===== config.mk =====
export PLATFORM = sky130hd
export DESIGN_NAME = window_sr_ctrl_flat
export DESIGN_NICKNAME = d
export VERILOG_FILES = /design/src/rtl/window_sr_if.sv /design/src/rtl/window_sr_ctrl.sv /design/src/flat_wrapper.sv
export SDC_FILE = /design/constraint.sdc
export NUM_CORES = 1
export LEC_CHECK = 0
export CORE_MARGIN = 8
export CORE_UTILIZATION = 50
export CTS_CLUSTER_DIAMETER = 120
export DETAILED_ROUTE_END_ITERATION = 8
export PLACE_DENSITY = 0.76
export SLEW_MARGIN = 10
export SYNTH_ARGS = -nofsm -noshare
export SYNTH_HDL_FRONTEND = slang
export SYNTH_SLANG_ARGS = --single-unit

===== constraint.sdc =====
create_clock -name clock -period 2.3 [get_ports clock]
set_input_delay 0.345 -clock clock [delete_from_list [all_inputs] [get_ports clock]]
set_output_delay 0.345 -clock clock [all_outputs]
set_load 0.02 [all_outputs]

===== src/rtl/window_sr_if.sv =====
// Handshake bundle between a pixel source, the window controller and the window consumer.
interface window_sr_if #(
    parameter int unsigned IMG_W = 8,
    parameter int unsigned IMG_H = 8
);
    localparam int unsigned RW = (IMG_H > 1) ? $clog2(IMG_H) : 1;
    localparam int unsigned CW = (IMG_W > 1) ? $clog2(IMG_W) : 1;

    logic          start;
    logic          in_valid;
    logic          in_ready;
    logic          shift_en;
    logic          win_valid;
    logic          win_ready;
    logic [RW-1:0] win_row;
    logic [CW-1:0] win_col;
    logic          busy;
    logic          frame_done;

    modport master (
        output start, in_valid, win_ready,
        input  in_ready, shift_en, win_valid, win_row, win_col, busy, frame_done
    );

    modport slave (
        input  start, in_valid, win_ready,
        output in_ready, shift_en, win_valid, win_row, win_col, busy, frame_done
    );
endinterface


===== src/rtl/window_sr_ctrl.sv =====
// Sliding-window controller: tracks raster position of streamed pixels and
// announces each complete KERNELxKERNEL window held in the line-buffer chain.
module window_sr_ctrl #(
    parameter int unsigned IMG_W  = 8,
    parameter int unsigned IMG_H  = 8,
    parameter int unsigned KERNEL = 3
) (
    input  logic        clock,
    input  logic        reset,
    window_sr_if.slave  bus
);
    localparam int unsigned RW = (IMG_H > 1) ? $clog2(IMG_H) : 1;
    localparam int unsigned CW = (IMG_W > 1) ? $clog2(IMG_W) : 1;

    typedef enum logic [1:0] {IDLE, FILL, STREAM, DONE} state_t;

    state_t        state;
    logic [RW-1:0] row;
    logic [CW-1:0] col;
    logic          win_valid_q;
    logic [RW-1:0] win_row_q;
    logic [CW-1:0] win_col_q;
    logic          busy_q;
    logic          frame_done_q;

    logic in_ready;
    logic accept;
    logic handshake;
    logic last_col;
    logic qualify;

    // A pixel may enter only while streaming and while the window slot can take a new one.
    assign in_ready  = ((state == FILL) || (state == STREAM)) && (!win_valid_q || bus.win_ready);
    assign accept    = bus.in_valid && in_ready;
    assign handshake = win_valid_q && bus.win_ready;
    assign last_col  = (col == CW'(IMG_W - 1));
    assign qualify   = (int'(row) >= int'(KERNEL) - 1) && (int'(col) >= int'(KERNEL) - 1);

    always_ff @(posedge clock) begin
        if (reset) begin
            state        <= IDLE;
            row          <= '0;
            col          <= '0;
            win_valid_q  <= 1'b0;
            win_row_q    <= '0;
            win_col_q    <= '0;
            busy_q       <= 1'b0;
            frame_done_q <= 1'b0;
        end else begin
            frame_done_q <= 1'b0;

            // A new window replaces a consumed one in the same cycle, so no bubble.
            if (accept && qualify) begin
                win_valid_q <= 1'b1;
                win_row_q   <= row - RW'(KERNEL - 1);
                win_col_q   <= col - CW'(KERNEL - 1);
            end else if (handshake) begin
                win_valid_q <= 1'b0;
            end

            case (state)
                IDLE: begin
                    if (bus.start) begin
                        row    <= '0;
                        col    <= '0;
                        busy_q <= 1'b1;
                        state  <= (KERNEL == 1) ? STREAM : FILL;
                    end
                end
                FILL, STREAM: begin
                    if (accept) begin
                        if (last_col) begin
                            col <= '0;
                            row <= row + RW'(1);
                        end else begin
                            col <= col + CW'(1);
                        end
                        if ((state == FILL) && (int'(row) == int'(KERNEL) - 2) && last_col) begin
                            state <= STREAM;
                        end
                        if ((state == STREAM) && (row == RW'(IMG_H - 1)) && last_col) begin
                            state <= DONE;
                            row   <= '0;
                            col   <= '0;
                        end
                    end
                end
                DONE: begin
                    // Wait for the final window to drain before signalling completion.
                    if (!win_valid_q || bus.win_ready) begin
                        state        <= IDLE;
                        busy_q       <= 1'b0;
                        frame_done_q <= 1'b1;
                    end
                end
                default: state <= IDLE;
            endcase
        end
    end

    assign bus.in_ready   = in_ready;
    assign bus.shift_en   = accept;
    assign bus.win_valid  = win_valid_q;
    assign bus.win_row    = win_row_q;
    assign bus.win_col    = win_col_q;
    assign bus.busy       = busy_q;
    assign bus.frame_done = frame_done_q;
endmodule


===== src/flat_wrapper.sv =====
// flat-port wrapper written by rule: the top's interface ports become plain ports
module window_sr_ctrl_flat 
#(
    parameter int unsigned IMG_W  = 8,
    parameter int unsigned IMG_H  = 8,
    parameter int unsigned KERNEL = 3
)
  (clock, reset, bus_start, bus_in_valid, bus_win_ready, bus_in_ready, bus_shift_en, bus_win_valid, bus_win_row, bus_win_col, bus_busy, bus_frame_done);
  window_sr_if #(.IMG_W(IMG_W), .IMG_H(IMG_H)) bus_i ();
  input  logic clock;
  input  logic reset;
  input wire logic [$bits(bus_i.start)-1:0] bus_start;
  input wire logic [$bits(bus_i.in_valid)-1:0] bus_in_valid;
  input wire logic [$bits(bus_i.win_ready)-1:0] bus_win_ready;
  output wire logic [$bits(bus_i.in_ready)-1:0] bus_in_ready;
  output wire logic [$bits(bus_i.shift_en)-1:0] bus_shift_en;
  output wire logic [$bits(bus_i.win_valid)-1:0] bus_win_valid;
  output wire logic [$bits(bus_i.win_row)-1:0] bus_win_row;
  output wire logic [$bits(bus_i.win_col)-1:0] bus_win_col;
  output wire logic [$bits(bus_i.busy)-1:0] bus_busy;
  output wire logic [$bits(bus_i.frame_done)-1:0] bus_frame_done;
  assign bus_i.start = bus_start;
  assign bus_i.in_valid = bus_in_valid;
  assign bus_i.win_ready = bus_win_ready;
  assign bus_in_ready = bus_i.in_ready;
  assign bus_shift_en = bus_i.shift_en;
  assign bus_win_valid = bus_i.win_valid;
  assign bus_win_row = bus_i.win_row;
  assign bus_win_col = bus_i.win_col;
  assign bus_busy = bus_i.busy;
  assign bus_frame_done = bus_i.frame_done;
  window_sr_ctrl #(.IMG_W(IMG_W), .IMG_H(IMG_H), .KERNEL(KERNEL)) u_core (.clock(clock), .reset(reset), .bus(bus_i));
endmodule

# Word-level counts from Yosys, hierarchy flattened
# Index checks and enable logic that the tools add are counted.
# word_totals
regBits	17
latchBits	0
ram_bits	0
mem_bits_ro	0
in_bits	5
wordCells	69
memories	0
# op_classes
n_addsub	4
n_mul	0
div_mod_pow	0
order_cmp	2
eq_ne	11
n_shift	0
n_mux	21
bitwise_logic	1
n_reduce_logical	22
# ops
operator	count
$mux 3	7
$pmux 3 s2	2
$mux 2	5
$logic_and 1x1->1	9
$reduce_and 4->1	2
$add 3x1->3 const B	2
$eq 3x3->1 const B	2
$ge 3x2->1 const B	2
$ne 3x1->1 const B	2
$pmux 2 s3	1
$reduce_and 3->1	2
$reduce_bool 2->1	3
$sub 3x2->3 const B	2
$mux 1	5
$eq 2x2->1 const B	2
$ne 2x1->1 const B	2
$reduce_or 2->1	2
$eq 3x2->1 const B	1
$eq 2x1->1 const B	1
$logic_not 2->1	1
$logic_or 1x1->1	2
$ne 2x2->1 const B	1
$pmux 1 s2	1
$logic_not 1->1	1
$not 1->1	1

# Depth between registers and ports, before layout
# Gate-level depths: netlist (run 1).
# logic_depth
depth_word	7
ltp_mapped	7
depth_no_buf	6

# Least setup slack after synthesis (run 1)
# OpenSTA, ideal clock, no wires.
# synth_path
path_kind	register to register
start	register u_core.state[1]
end	register u_core.win_col_q[0] (netlist: u_core.bus.win_col[0])
t_arrival_ns	1.669
slack_ns	0.504
stages_incl_launch_ff	8
path_buffers	1
period_less_slack_ns	1.796
path_cell_list	dfxtp_1 -> inv_1 -> ha_1 -> buf_4 -> nand2_1 -> a2111oi_4 -> mux2i_1 -> nor2_1
# synth_between
elab_chain_cells	5
word_cells_on_any_way	6
classes_between	eq/ne: 2; reduce/logical: 4
# synth_lines
element	line_no	source
from (decl)	window_sr_ctrl.sv:17	state_t state;
from (signal assigned)	window_sr_ctrl.sv:67	state <= (KERNEL == 1) ? STREAM : FILL;
$eq 2x1->1 or $eq 2x2->1 (tied branches)	window_sr_ctrl.sv:33	assign in_ready = ((state == FILL) || (state == STREAM)) && (!win_valid_q || bus.win_ready);
$logic_or 1x1->1 (*)	window_sr_ctrl.sv:33	
$logic_and 1x1->1 (*)	window_sr_ctrl.sv:33	
$logic_and 1x1->1 (*)	window_sr_ctrl.sv:34	assign accept = bus.in_valid && in_ready;
$logic_and 1x1->1 (*)	window_sr_ctrl.sv:53	if (accept && qualify) begin
to (signal assigned)	window_sr_ctrl.sv:56	win_col_q <= col - CW'(KERNEL - 1);
to (decl)	window_sr_ctrl.sv:22	logic [CW-1:0] win_col_q;
# Every way passes the cells marked *; elsewhere a longest branch is shown, timed or not.
# A chain may end at the register's enable or synchronous reset.

# Worst setup path after layout (run 1)
# layout_path
start	register u_core.state[0]
end	output bus_shift_en
# layout_between
elab_chain_cells	4
word_cells_on_any_way	5
classes_between	eq/ne: 2; reduce/logical: 3
# layout_lines
element	line_no	source
$eq 2x1->1 or $eq 2x2->1 (tied branches)	window_sr_ctrl.sv:33	
$logic_or 1x1->1 (*)	window_sr_ctrl.sv:33	
$logic_and 1x1->1 (*)	window_sr_ctrl.sv:33	
$logic_and 1x1->1 (*)	window_sr_ctrl.sv:34	
to (decl)	flat_wrapper.sv:16	output wire logic [$bits(bus_i.shift_en)-1:0] bus_shift_en;
# Marks and branches as above.

==> key figures, run 1 <==
Critical path
  – Worst EP required: 1960 ps
  – Arrival time at the worst endpoint: 1780 ps
  – Crit Path Category: flip-flop to output pin
  – Slowest stage delay, CP: 390 ps
  – CP endpoint kind: output pin
  – Crit path cell chain: inv_1, ha_1, nand2_1, nor2_1, dlygate4sd2_1
  – CP top delay family: buffers and inverters
  – R2r startpoint: u_core.state[0]
  – CP startpoint: u_core.state[0]
  – CP Max Fanout: 6
  – Crit start category: flip-flop
  – CP Buf/Inv Count: 2
  – Slowest-stage cell, CP: dfxtp_1

Layout
  – Most frequent cells in the layout: nor2_1, dfxtp_1, clkdlybuf4s50_1
  – Fillers: 168
  – Layout cell share with drive strength beyond 1: 10.0%
  – Post-route cell area: 0.00121 mm2
  – Ant diodes: 0
  – Syn-to-layout area delta: 23.7%
  – Fin nets: 148

Timing
  – Setup repair after global routing missed its margin: false
  – Setup-failing EPs final: 0
  – Sum Neg Setup Slack: 0 ps
  – Worst slew pin tran: 456 ps
  – Slew HR: 69.6%
  – Layout Skew: 4.90 ps
  – F_max: 470 MHz
  – Max-slew violation count: 0
  – Final Hold Viols: 0
  – Tmin final: 2130 ps
  – Crit share post-route: 92.4%

Logic synthesis
  – Synth Cell Area: 976 um2
  – Synth Instances: 109
  – Sequential element share of the synthesized area: 34.9%
  – Syn_nets: 126
  – Mapped Avg Cell Area: 8.95 um2
  – Post-synth EDFFs: 0
  – Fraction of registers with async set/reset: 0%
  – Main synth FF type: dfxtp_1
  – Seq cells post-synth: 17
  – Synth Warn #: 0
  – Synth cell types: 32

Clocking
  – CTS Sinks: 17
  – Cts bufs inserted: 3
  – Root Driver: clkbuf_4
  – Worst-Skew Late Latency: 300 ps
  – H-Tree Depth: 1
  – Longest Clk Path Bufs: 2
  – Clock-pin slew on the worst setup and hold paths: 100 ps
  – CTS tree: yes
  – Setup repair bufs after CTS: 0

Drt
  – Detailed Route WL: 2040 um
  – DRT iter0 DRCs: 15
  – DR WL/cell: 13.0 um
  – Routed via count: 868
  – Post-DRT Antenna Nets: 0
  – Drt first pass iters: 4
  – DRC viols: 0
  – Vias/cell: 5.53

Outcome
  – Status: completed

Floorplan
  – Die width: 60.2 um
  – Core ar.: 0.00190 mm2
  – Die H: 60.2 um
  – IO Pins: 16
  – Die ar.: 0.00362 mm2
  – Row count: 16
  – Initial core utilization: 51.3%

Power
  – IR drop worst, VDD: 0.622 mV
  – PD cells: 831 mW/mm2
  – Leakage: 0.469 nW
  – Final total power: 1.00 mW

Placement
  – Cell Area, Placed: 0.00118 mm2
  – Gpl congestion: 0.912
  – DP Wirelength: 1620 um
  – IO Port Bufs: 15

Global routing
  – First-pass GRT wire length: 3520 um
  – GRT Util Overall: 12.8%
  – GRT Residual Overflow: 0
  – Vias in the first global route: 811
  – Largest net degree at the start of global routing: 18
  – Initial antenna violation count: 0

Hold path
  – Hold Crit Start: u_core.bus.win_row[2]
  – HP Class: flip-flop to flip-flop

Job
  – Max cap viols: 0
-- registers in the layout, indices dropped and copies added, names as in the netlist --
signal and flops:
u_core.bus.frame_done 1, u_core.state 2, u_core.row 3, u_core.bus.win_col 3, u_core.col 3, u_core.bus.win_row 3
u_core.bus.busy 1, u_core.bus.win_valid 1
-- cell type report --
cell class | instances | area, um2 | share of cell area [%]
multi-input combinational | 80 | 587 | 48.6
sequential | 17 | 340 | 28.2
timing repair buffer | 20 | 185 | 15.3
inverter | 9 | 33.8 | 2.80
tap | 27 | 33.8 | 2.80
clock buffer | 3 | 22.5 | 1.87
clock inverter | 1 | 5.00 | 0.415
-- Yosys cell counts (all sizes together), types with 2 or more instances --
library cell  count  area, um2
a2111oi           2       42.5
a211oi            2       15.0
a21oi             8       40.0
clkbuf            2       7.51
dfxtp            17        340
ha               12        150
inv               9       33.8
mux2i             5       50.1
nand2             3       11.3
nand2b            3       26.3
nand3             3       15.0
nand4             2       12.5
nand4b            2       17.5
nor2             17       63.8
nor2b             2       20.0
nor3              2       10.0
o21ai             7       35.0
-- through the flow --
stage / utilization, % / worst slack [ps] / std cells / hold WS, ps
floorplan: - / 504 / 109 / 466
global placement: 62.2 / 247 / 153 / 471
CTS: 63.5 / 159 / 157 / 505
global route: 63.5 / 60.5 / 157 / 521
detailed placement: 62.2 / 216 / 153 / 485
finish: 63.5 / 175 / 157 / 502
-- final timing paths --
check	endpoint	slack (ps)	cells after the start
setup / recovery	bus_shift_en	170	5
hold / removal	u_core.bus.win_row[2]	500	2
setup reg to reg	u_core.col[0]	360	7
hold reg to reg	u_core.bus.win_row[2]	500	2
-- worst reg2reg max path: cells and delay by family (launching register included) --
family	cells	cell delay [ps]
buffers and inverters	2	270
adders and majority gates	1	390
AOI/OAI and AO/OA	1	440
muxes	1	240
DFF	1	390
and+or+nand+nor	2	120
-- timing repair --
action / CTS / global route
gates resized for setup: 2 / 0
hold buffers: 0 / 0
endpoints found under the setup margin: 2 / 0
-- report_power, final --
group          internal (mW)  leakage, nW  switching (mW)
Combinational          0.195        0.313           0.281
Clock                 0.0649       0.0177           0.100
Sequential             0.329        0.138          0.0341
-- layer usage --
| metal | track usage (%) | part of all wire, % | vias up |
|---|---|---|---|
| met3 | 2.58 | 5.2 | 7 |
| met2 | 20.9 | 47 | 29 |
| met1 | 14.8 | 45 | 403 |
| met5 | 0 | 0 | - |
| li1 | - | - | 429 |
| met4 | 7.82 | 2.6 | 0 |
-- cells by family (layout without fill, tap and decap cells) --
family | Yosys count | count (layout) | share of synthesized area [%]
AO/OA/AOI/OAI | 24 | 24 | 17.4
AND/OR/NAND/NOR | 39 | 39 | 22.2
buffers and inverters | 12 | 33 | 5.00
flip-flops | 17 | 17 | 34.9
multiplexers | 5 | 5 | 5.13
adder cells (fa/ha/maj) | 12 | 12 | 15.4
(Power assumes the default switching activity.)
==> run 2, diff against run 1 <==
- clock period: 2.3 -> 2 ns (I/O delays scaled with it)
==> run 2 against run 1 <==
Final cell count grew 3.2%. Global-route usage is 0.12 points higher. Final area grew 4.0%. Via count rose by 3.2%. First-iteration DRC count up 120%. Worst setup slack got worse by 98 ps. Flip-flop and latch count is the same. Total power grew 22%. Core utilization rose by 2.6 points. Combinational power rose by 33%. Clock power is 11% higher. Worst hold slack improved by 10 ps. Critical path type unchanged. Largest power group unchanged.
==> key figures, run 2 (synthesis gave the netlist of run 1 again) <==
Timing
  – Hold Slack: 512 ps (+9.99 ps)
  – Crit share post-route: 96.1%
  – Slew HR: 69.9% (+0.33 points)
  – F_max: 520 MHz
  – Layout Skew: 13.4 ps (+8.53 ps)
  – Tmin final: 1920 ps
  – Max-slew violation count: 0 (unchanged)
  – Setup-failing EPs final: 0 (unchanged)
  – Worst slew pin tran: 451 ps (-4.93 ps)
  – Final Hold Viols: 0 (unchanged)

Clocking
  – Worst-Skew Late Latency: 290 ps (about the same)
  – CTS tree: yes
  – CTS Sinks: 17 (unchanged)
  – H-Tree Depth: 1 (unchanged)
  – Longest Clk Path Bufs: 2 (unchanged)
  – Cts bufs inserted: 3 (unchanged)
  – Setup repair bufs after CTS: 0 (unchanged)
  – Root Driver: clkbuf_4
  – Clock-pin slew on the worst setup and hold paths: 110 ps (about the same)

Floorplan
  – IO Pins: 16 (unchanged)
  – Die H: 60.2 um (unchanged)
  – Core ar.: 0.00190 mm2 (unchanged)
  – Initial core utilization: 51.3% (unchanged)
  – Die ar.: 0.00362 mm2 (unchanged)
  – Die width: 60.2 um (unchanged)
  – Row count: 16 (unchanged)

Job
  – Max cap viols: 0 (unchanged)

Power
  – PD cells: 978 mW/mm2 (+18%)
  – Final total power: 1.23 mW (+22%)
  – IR drop worst, VDD: 0.685 mV (+10%)
  – Leakage: 0.488 nW (+4.2%)

Drt
  – DR WL/cell: 14.1 um (+8.5%)
  – DRC viols: 0 (unchanged)
  – DRT iter0 DRCs: 33 (+18)
  – Vias/cell: 5.53 (about the same)
  – Routed via count: 896 (+3.2%)
  – Detailed Route WL: 2290 um (+12%)
  – Drt first pass iters: 5 (+1)
  – Post-DRT Antenna Nets: 0 (unchanged)

Hold path
  – HP Class: flip-flop to flip-flop

Critical path
  – Crit start category: flip-flop
  – CP endpoint kind: output pin
  – CP Max Fanout: 7 (+1)
  – Crit path cell chain: inv_1, ha_2, inv_1, nor2_1, clkdlybuf4s15_1
  – Arrival time at the worst endpoint: 1620 ps (-160 ps)
  – Slowest-stage cell, CP: ha_2
  – Worst EP required: 1700 ps (-260 ps)
  – Crit Path Category: flip-flop to output pin
  – Setup slack, reg-to-reg: 140 ps (-220 ps)
  – Most used cell, CP: inv_1
  – Slowest stage delay, CP: 390 ps (about the same)

Global routing
  – GRT Util Overall: 12.9% (+0.12 points)
  – Vias in the first global route: 820 (+1.1%)
  – GRT Residual Overflow: 0 (unchanged)
  – First-pass GRT wire length: 3620 um (+2.7%)
  – Initial antenna violation count: 0 (unchanged)
  – Largest net degree at the start of global routing: 18 (unchanged)

Outcome
  – Status: completed

Layout
  – Ant diodes: 0 (unchanged)
  – Layout cell share with drive strength beyond 1: 14.1% (+4.1 points)
  – Syn-to-layout area delta: 28.7%
  – Fin nets: 153 (+3.4%)
  – Fillers: 152 (-9.5%)
  – Most frequent cells in the layout: nor2_1, dfxtp_1, clkdlybuf4s50_1

Placement
  – DP Wirelength: 1690 um (+4.5%)
  – IO Port Bufs: 15 (unchanged)
  – Gpl congestion: 0.918 (+0.65%)
## run 2: final cells by class
class                      instances  area [um2]  area share (%)
tap                               27        33.8            2.69
sequential                        17         340            27.1
inverter                           9        33.8            2.69
timing repair buffer              25         220            17.5
clock buffer                       4        26.3            2.09
multi-input combinational         80         602            47.9
## run 2: final timing paths
kind | cells past startpoint | to | startpoint
max | 5 | bus_in_ready | u_core.state[0]
min | 2 | u_core.bus.win_row[0] | u_core.bus.win_row[0]
max reg2reg | 6 | u_core.state[0] | u_core.col[0]
min reg2reg | 2 | u_core.bus.win_row[0] | u_core.bus.win_row[0]
## run 2: what timing repair did
action / 4_1_cts / 5_1_grt
endpoints found under the setup margin: 2 / 6
resized for setup: 4 / 4
cloned: 0 / 0
hold buffers: 0 / 0
## run 2: per-stage QoR
step / setup slack (ps) / TNS (ps) / instances / instance area [um2] / utilization, %
final: 77.1 / 0 / 162 / 1260 / 66.1
after global routing: -12.1 / -14.6 / 162 / 1260 / 66.1
after CTS: 37.0 / 0 / 162 / 1250 / 65.5
after detailed placement: 27.5 / 0 / 158 / 1220 / 64.1
after global placement: 48.9 / 0 / 158 / 1220 / 64.1
after floorplan: 204 / 0 / 109 / 976 / -
## run 2: worst max-delay path: cells and delay by family (launching register included)
| family | cells | cell delay, ps |
|---|---|---|
| DFF | 1 | 380 |
| and+or+nand+nor | 1 | 110 |
| adders and majority gates | 1 | 390 |
| buffers and inverters | 3 | 450 |
## run 2: power by group
| part | switching [mW] | internal, mW |
|---|---|---|
| clock | 0.106 | 0.0774 |
| sequential | 0.0358 | 0.378 |
| combinational | 0.358 | 0.274 |
| total | 0.500 | 0.729 |
## run 2: metal layers
| metal | global-route usage (%) | wire length [um] |
|---|---|---|
| met5 | 0 | 0 |
| met4 | 5.10 | 27 |
| met3 | 2.58 | 174 |
| met2 | 21.5 | 1080 |
| met1 | 15.6 | 1000 |
